<file path="config.mk">
export PLATFORM = sky130hd
export DESIGN_NAME = input_debouncer_flat
export DESIGN_NICKNAME = d
export VERILOG_FILES = /design/src/rtl/input_debouncer_if.sv /design/src/rtl/input_debouncer.sv /design/src/flat_wrapper.sv
export SDC_FILE = /design/constraint.sdc
export NUM_CORES = 1
export LEC_CHECK = 0
export CORE_AREA = 2 2 39 41
export CTS_CLUSTER_DIAMETER = 80
export DETAILED_ROUTE_END_ITERATION = 10
export DIE_AREA = 0 0 41 43
export PLACE_DENSITY_LB_ADDON = 0.25
export SLEW_MARGIN = 0
export SYNTH_ARGS = -nofsm -noshare
export SYNTH_HDL_FRONTEND = slang
export SYNTH_SLANG_ARGS = --single-unit
</file>
<file path="constraint.sdc">
create_clock -name clk -period 1.25 [get_ports clk]
set_input_delay 0.1875 -clock clk [delete_from_list [all_inputs] [get_ports clk]]
set_output_delay 0.1875 -clock clk [all_outputs]
set_load 0.03 [all_outputs]
</file>
<file path="src/rtl/input_debouncer_if.sv">
// Raw input, enable and debounced outputs of the input debouncer.
// The master drives the raw side; the slave returns clean level and pulses.
interface input_debouncer_if;
  logic in_async;
  logic en;
  logic out_level;
  logic rise_p;
  logic fall_p;
  logic busy;

  modport master (
    output in_async,
    output en,
    input  out_level,
    input  rise_p,
    input  fall_p,
    input  busy
  );

  modport slave (
    input  in_async,
    input  en,
    output out_level,
    output rise_p,
    output fall_p,
    output busy
  );
endinterface

</file>
<file path="src/rtl/input_debouncer.sv">
// Synchronizes an asynchronous input and debounces it with a stable-count FSM.
// Emits a registered level, one-cycle rise/fall pulses and a busy flag.
module input_debouncer #(
  parameter int SYNC_STAGES     = 2,
  parameter int DEBOUNCE_CYCLES = 16,
  parameter int CNT_W           = $clog2(DEBOUNCE_CYCLES)
) (
  input logic               clk,
  input logic               rst,
  input_debouncer_if.slave  bus
);

  typedef enum logic [1:0] {
    ST_LO,
    CHK_HI,
    ST_HI,
    CHK_LO
  } state_t;

  localparam logic [CNT_W-1:0] TERM = CNT_W'(DEBOUNCE_CYCLES - 1);
  localparam logic [CNT_W-1:0] ONE  = CNT_W'(1);

  logic [SYNC_STAGES-1:0] sync_q;
  logic                   s;

  state_t           state_q, state_d;
  logic [CNT_W-1:0] cnt_q, cnt_d;
  logic             level_q, level_d;
  logic             rise_q, rise_d;
  logic             fall_q, fall_d;
  logic             busy_q, busy_d;

  always_ff @(posedge clk or posedge rst) begin
    if (rst) begin
      sync_q <= '0;
    end else begin
      sync_q <= {sync_q[SYNC_STAGES-2:0], bus.in_async};
    end
  end

  assign s = sync_q[SYNC_STAGES-1];

  always_comb begin
    state_d = state_q;
    cnt_d   = cnt_q;
    level_d = level_q;
    rise_d  = 1'b0;
    fall_d  = 1'b0;
    unique case (state_q)
      ST_LO: begin
        if (bus.en && s) begin
          state_d = CHK_HI;
          cnt_d   = ONE;
        end
      end
      CHK_HI: begin
        if (!bus.en || !s) begin
          state_d = ST_LO;
          cnt_d   = '0;
        end else if (cnt_q == TERM) begin
          state_d = ST_HI;
          level_d = 1'b1;
          rise_d  = 1'b1;
          cnt_d   = '0;
        end else begin
          cnt_d = cnt_q + ONE;
        end
      end
      ST_HI: begin
        if (bus.en && !s) begin
          state_d = CHK_LO;
          cnt_d   = ONE;
        end
      end
      CHK_LO: begin
        if (!bus.en || s) begin
          state_d = ST_HI;
          cnt_d   = '0;
        end else if (cnt_q == TERM) begin
          state_d = ST_LO;
          level_d = 1'b0;
          fall_d  = 1'b1;
          cnt_d   = '0;
        end else begin
          cnt_d = cnt_q + ONE;
        end
      end
    endcase
    // busy is registered, so it tracks the state being entered
    busy_d = (state_d == CHK_HI) || (state_d == CHK_LO);
  end

  always_ff @(posedge clk or posedge rst) begin
    if (rst) begin
      state_q <= ST_LO;
      cnt_q   <= '0;
      level_q <= 1'b0;
      rise_q  <= 1'b0;
      fall_q  <= 1'b0;
      busy_q  <= 1'b0;
    end else begin
      state_q <= state_d;
      cnt_q   <= cnt_d;
      level_q <= level_d;
      rise_q  <= rise_d;
      fall_q  <= fall_d;
      busy_q  <= busy_d;
    end
  end

  assign bus.out_level = level_q;
  assign bus.rise_p    = rise_q;
  assign bus.fall_p    = fall_q;
  assign bus.busy      = busy_q;

endmodule

</file>
<file path="src/flat_wrapper.sv">
// flat-port wrapper written by rule: the top's interface ports become plain ports
module input_debouncer_flat 
#(
  parameter int SYNC_STAGES     = 2,
  parameter int DEBOUNCE_CYCLES = 16,
  parameter int CNT_W           = $clog2(DEBOUNCE_CYCLES)
)
  (clk, rst, bus_in_async, bus_en, bus_out_level, bus_rise_p, bus_fall_p, bus_busy);
  input_debouncer_if bus_i ();
  input logic clk;
  input logic rst;
  input wire logic [$bits(bus_i.in_async)-1:0] bus_in_async;
  input wire logic [$bits(bus_i.en)-1:0] bus_en;
  output wire logic [$bits(bus_i.out_level)-1:0] bus_out_level;
  output wire logic [$bits(bus_i.rise_p)-1:0] bus_rise_p;
  output wire logic [$bits(bus_i.fall_p)-1:0] bus_fall_p;
  output wire logic [$bits(bus_i.busy)-1:0] bus_busy;
  assign bus_i.in_async = bus_in_async;
  assign bus_i.en = bus_en;
  assign bus_out_level = bus_i.out_level;
  assign bus_rise_p = bus_i.rise_p;
  assign bus_fall_p = bus_i.fall_p;
  assign bus_busy = bus_i.busy;
  input_debouncer #(.SYNC_STAGES(SYNC_STAGES), .DEBOUNCE_CYCLES(DEBOUNCE_CYCLES), .CNT_W(CNT_W)) u_core (.clk(clk), .rst(rst), .bus(bus_i));
endmodule
</file>
==> results.txt, run 1 <==
Clock transition at path regs - 70 ps
Hold buffers post-CTS - 0
P_leak - 0.349 nW
First-pass GRT wire length - 1690 um
Root buf cell - clkbuf_4
Ports - 8
Clock tree sinks - 12
Hold crit path type - in -> async
Worst setup EP type - output pin
Synthesized area per cell - 11.9 um^2
Slew @ Worst Pin - 437 ps
TNS Setup - 0 ps
Main flop type after synthesis - dfrtp_1
Initial antenna violation count - 0
Top cells by area, synth - dfrtp_1 55%, inv_1 4.1%, nand4_1 3.4%
Die X - 41 um
Part of the Yosys area used for sequential elements - 54.9%
Dpl hpwl - 740 um
WS Path Type - reg -> out
Max Cap Viol - 0
DR vias - 391
Place WS - 33.4 ps
Most common cell in the netlist - dfrtp_1
# fillers - 123
Syn Inst Count - 46
Final nets - 68
Worst Reg-to-Reg Cells - 4
Global route overflow - 0
Syn nets - 51
Layout area overhead - 35.7%
Initial Utilization - 39.5%
EDFF count, synth - 0
Layout cell share with drive strength beyond 1 - 33.9%
WP buf/inv - 1
Critical Path RT - 1060 ps
Pins Over Slew Limit - 0
Die Ht - 43 um
DRC Markers - 0
CP max stage delay - 400 ps
Crit-path cells - dlygate4sd2_1
Vias per inst - 5.01
Tcrit/Tclk final - 95.3%
Final setup fails - 0
Commonest cells post-synth - 12 x dfrtp_1, 6 x inv_1, 3 x nand4_1
H-tree depth - 1
GRT Overall Usage - 14.0%
Clk_lat worst skew - 260 ps
Setup bufs post-CTS - 0
Drt first pass iters - 2
CTS Buffer Depth - 2
CTS Buf Count - 3
Mapped Area - 547 um^2
Core ar. - 1380 um^2
FF+latch count, synth - 12
Startpoint types - register
Final worst setup slack - 58.9 ps
Vias in the first global route - 414
WP depth - 1
Hold Violations, Final - 0
Unique cell type count in the Yosys netlist - 28
Violation count after the first detailed-route iteration - 2
Rows - 14
Fin crit period - 1190 ps
Synth async-reset ratio - 100%
Fmax - 840 MHz
PortBufs - 7
CP top delay family - buffers and inverters
Die Footprint - 1760 um^2
Clk_skew - 5.02 ps
Leading area contributor after synthesis - dfrtp_1
GP Congestion - 0.683
Ant. Diodes - 0
Pin count of the biggest net entering global routing - 13
Max VDD drop - 0.635 mV
Status - finished clean
Slowest CP cell - dlygate4sd2_1
CTS tree - done
RSZ-0062 raised after global routing - no
Max-slew headroom - 70.8%
Wire length per cell - 13.0 um
Yosys warns - 0
Power Density - 1120 nW/um^2
Max FO, Critical Path - 2
Post-route ant nets - 0
CP Data Arrival Time - 1000 ps
Routed wire length - 1020 um
Synth top area share - 54.9%
-- power breakdown --
part | switching [mW] | internal [mW] | total (mW)
logic | 0.0550 | 0.0607 | 0.116
registers | 0.0127 | 0.405 | 0.417
clock network | 0.119 | 0.177 | 0.295
total | 0.186 | 0.642 | 0.828
-- kinds of logic after synthesis --
| kind of cell | after synthesis | share of synthesized area, % |
|---|---|---|
| flops | 12 | 54.9 |
| mux | 1 | 1.83 |
| xor+xnor | 2 | 4.58 |
| buf+inv | 7 | 4.80 |
| simple gates | 14 | 18.1 |
| fa+ha+maj | 1 | 2.29 |
| compound gates | 9 | 13.5 |
-- per-layer routing --
layer  track usage, %  part of all wire [%]  routed length [um]
met5                0                     0                   0
met1             20.0                    38                 389
met3             1.57                   1.5                  15
met4             6.00                     0                   0
met2             20.9                    60                 609
-- flip-flops by register name (all words and copies together), names as in the netlist --
register              count
u_core.cnt_q              4
u_core.state_q            2
u_core.sync_q             2
u_core.bus.busy           1
u_core.bus.fall_p         1
u_core.bus.out_level      1
u_core.bus.rise_p         1
-- cells in the final DEF (no fill, tap or decap) --
cell type and instances:
o21ai_0 1, and2_4 1, nand2b_1 1, o31ai_1 1, dlygate4sd2_1 4, and2_1 1
clkbuf_8 1, xor2_2 2, nor3_1 1, nand2_2 1, nand3_2 1, and2b_1 1
a21oi_2 1, a2bb2oi_2 2, nor2b_1 1, and4_4 1, buf_4 6, clkbuf_4 3
o2111ai_1 1, clkdlybuf4s50_1 3, dfrtp_1 12, a31o_2 1, inv_1 6, nand4_1 3
mux2i_1 1, nor2_1 1, a31oi_4 1, o311ai_1 1, and4_1 1, ha_1 1
-- what timing repair did --
item / in CTS / in global routing
gates cloned: 0 / 0
pin swaps: 0 / 2
resized for setup: 4 / 5
endpoints found under the setup margin: 4 / 3
-- final timing paths --
check	from	slack [ps]	end
max	u_core.bus.out_level	60	bus_out_level
min	rst	230	u_core.sync_q[0]
max reg2reg	u_core.cnt_q[0]	60	u_core.cnt_q[0]
min reg2reg	u_core.sync_q[0]	360	u_core.sync_q[1]
max in group asynchronous	rst	720	u_core.cnt_q[3]
min in group clk	bus_in_async	350	u_core.sync_q[0]
-- cell type report --
cell class | count | area, um^2 | share of cell area (%)
tap | 16 | 20.0 | 2.70
multi-input combinational | 27 | 253 | 34.1
clock buffer | 4 | 36.3 | 4.89
sequential | 12 | 300 | 40.5
timing repair buffer | 13 | 110 | 14.8
inverter | 6 | 22.5 | 3.04
-- metrics by stage --
| step | hold WS, ps | power (mW) | utilization, % | std cells | cell area [um^2] |
|---|---|---|---|---|---|
| 6_report | 225 | 0.828 | 53.6 | 78 | 742 |
| 5_1_grt | 254 | 0.880 | 53.6 | 78 | 742 |
| 4_1_cts | 238 | 0.832 | 51.3 | 78 | 709 |
| 3_5_place_dp | 337 | 0.537 | 49.0 | 74 | 678 |
| 3_3_place_gp | 336 | 0.535 | 49.0 | 74 | 678 |
| 2_1_floorplan | 52.2 | 0.486 | - | 46 | 547 |
Note: power is estimated with default switching activity, not from simulation.
==> run 2: changes to the inputs <==
HOLD_SLACK_MARGIN = 0.15   (was not set)
==> results of run 2 <==
Final layout, timing and power as in run 1 (identical DEF).
==> run 3: changes to the inputs <==
CTS_BUF_LIST = sky130_fd_sc_hd__clkbuf_4   (was not set)
==> results.txt, run 3 (synthesized netlist as in run 1, its figures left out) <==
WS Path Type - reg -> out
Die X - 41 um
Root buf cell - clkbuf_4
Worst setup EP type - output pin
First-pass GRT wire length - 1700 um
Violation count after the first detailed-route iteration - 1
# fillers - 128
Drt first pass iters - 2
Layout area overhead - 33.9%
H-tree depth - 1
Max VDD drop - 0.579 mV
Initial antenna violation count - 0
Wire length per cell - 13.2 um
Startpoint types - register
Highest-count cells in the layout ignoring fill and taps - 12 x dfrtp_1, 6 x inv_1, 6 x buf_4
GP Congestion - 0.683
Crit-path cells - dlygate4sd2_1
Final worst setup slack - 51.5 ps
Dpl hpwl - 740 um
Ant. Diodes - 0
Final nets - 68
Layout cell share with drive strength beyond 1 - 32.3%
Clk_lat worst skew - 260 ps
Overall power - 0.771 mW
Clock transition at path regs - 70 ps
Setup bufs post-CTS - 0
P_leak - 0.344 nW
Ports - 8
CTS Buffer Depth - 2
Max FO, Critical Path - 2
Place WS - 33.4 ps
Pins Over Slew Limit - 0
Hold crit path type - in -> async
Core ar. - 1380 um^2
Fin crit period - 1200 ps
Power Density - 1050 nW/um^2
Cells after DPL - 74
Biggest regs - u_core.cnt_q: 4 flops, u_core.state_q: 2 flops, u_core.sync_q: 2 flops
Max-slew headroom - 70.5%
GR Util met3 - 1.57%
Hold buffers post-CTS - 0
Slew @ Worst Pin - 441 ps
CP Data Arrival Time - 1010 ps
GRT Overall Usage - 14.3%
Most flops, register - u_core.cnt_q
DR vias - 383
Die Ht - 43 um
Tcrit/Tclk final - 95.9%
Max Cap Viol - 0
Commonest non-fill, non-tap cell in the layout - dfrtp_1
Final cell count without fillers - 78
Fmax - 834 MHz
Vias per inst - 4.91
Vias in the first global route - 414
Clock tree sinks - 12
Rows - 14
Met2 Use GR - 20.9%
Initial Utilization - 39.5%
Global route overflow - 0
CTS Buf Count - 3
CP max stage delay - 400 ps
Status - finished clean
Met1 GRT Util - 20.0%
Hold Violations, Final - 0
RSZ-0062 raised after global routing - no
Final setup fails - 0
Number of flip-flops in the largest register - 4
Clk_skew - 3.11 ps
GR peak layer - met2
Routed wire length - 1030 um
CTS tree - done
PortBufs - 7
Post-route ant nets - 0
CP top delay family - buffers and inverters
DRC Markers - 0
Slowest CP cell - dlygate4sd2_1
TNS Setup - 0 ps
Die Footprint - 1760 um^2
WP buf/inv - 1
Pin count of the biggest net entering global routing - 13
Critical Path RT - 1060 ps
run 3: cell count changes in the layout (fill, tap and decap cells not counted), sizes merged:
| cell | previous run | this run |
|---|---|---|
| clkinv | 0 | 1 |
| clkbuf | 4 | 3 |
run 3: per-layer routing:
layer  vias to the layer above  routed length, um
met1                       185                408
met4                         0                  0
met5                         -                  0
met3                         0                 17
met2                         3                604
li1                        195                  -
run 3: report_power, final:
group / leakage [nW] / internal, mW / switching, mW / total [mW]
clock: 0.0154 / 0.115 / 0.123 / 0.238
sequential: 0.153 / 0.405 / 0.0128 / 0.417
combinational: 0.176 / 0.0607 / 0.0551 / 0.116
run 3: final timing paths:
path                       cells after the start                 start                 to  slack (ps)
max                                            1  u_core.bus.out_level      bus_out_level          50
min                                            2                   rst   u_core.sync_q[0]         230
max reg2reg                                    4       u_core.cnt_q[0]    u_core.cnt_q[0]          60
min reg2reg                                    0      u_core.sync_q[0]   u_core.sync_q[1]         360
max in group asynchronous                      2                   rst  u_core.bus.rise_p         720
min in group clk                               1          bus_in_async   u_core.sync_q[0]         350
run 3: timing repair:
item,4_1_cts,5_1_grt
setup endpoints to repair,4,3
pin swaps,0,2
hold endpoints to repair,0,0
gates resized for setup,4,5
run 3: final cells by class:
class,instances,area [um^2],area share (%)
inverters,6,22.5,3.08
clock buffers,3,22.5,3.08
multi-input cells,27,253,34.5
well taps,16,20.0,2.74
repair buffers,13,110,15.0
flip-flops and latches,12,300,41.0
clock inverters,1,3.75,0.513
run 3: metrics by stage:
stage	util [%]	cell area, um^2	hold slack (ps)
after floorplan	-	547	52.2
after global placement	49.0	678	336
after detailed placement	49.0	678	337
after CTS	50.5	699	235
after global routing	52.9	732	250
final	52.9	732	225
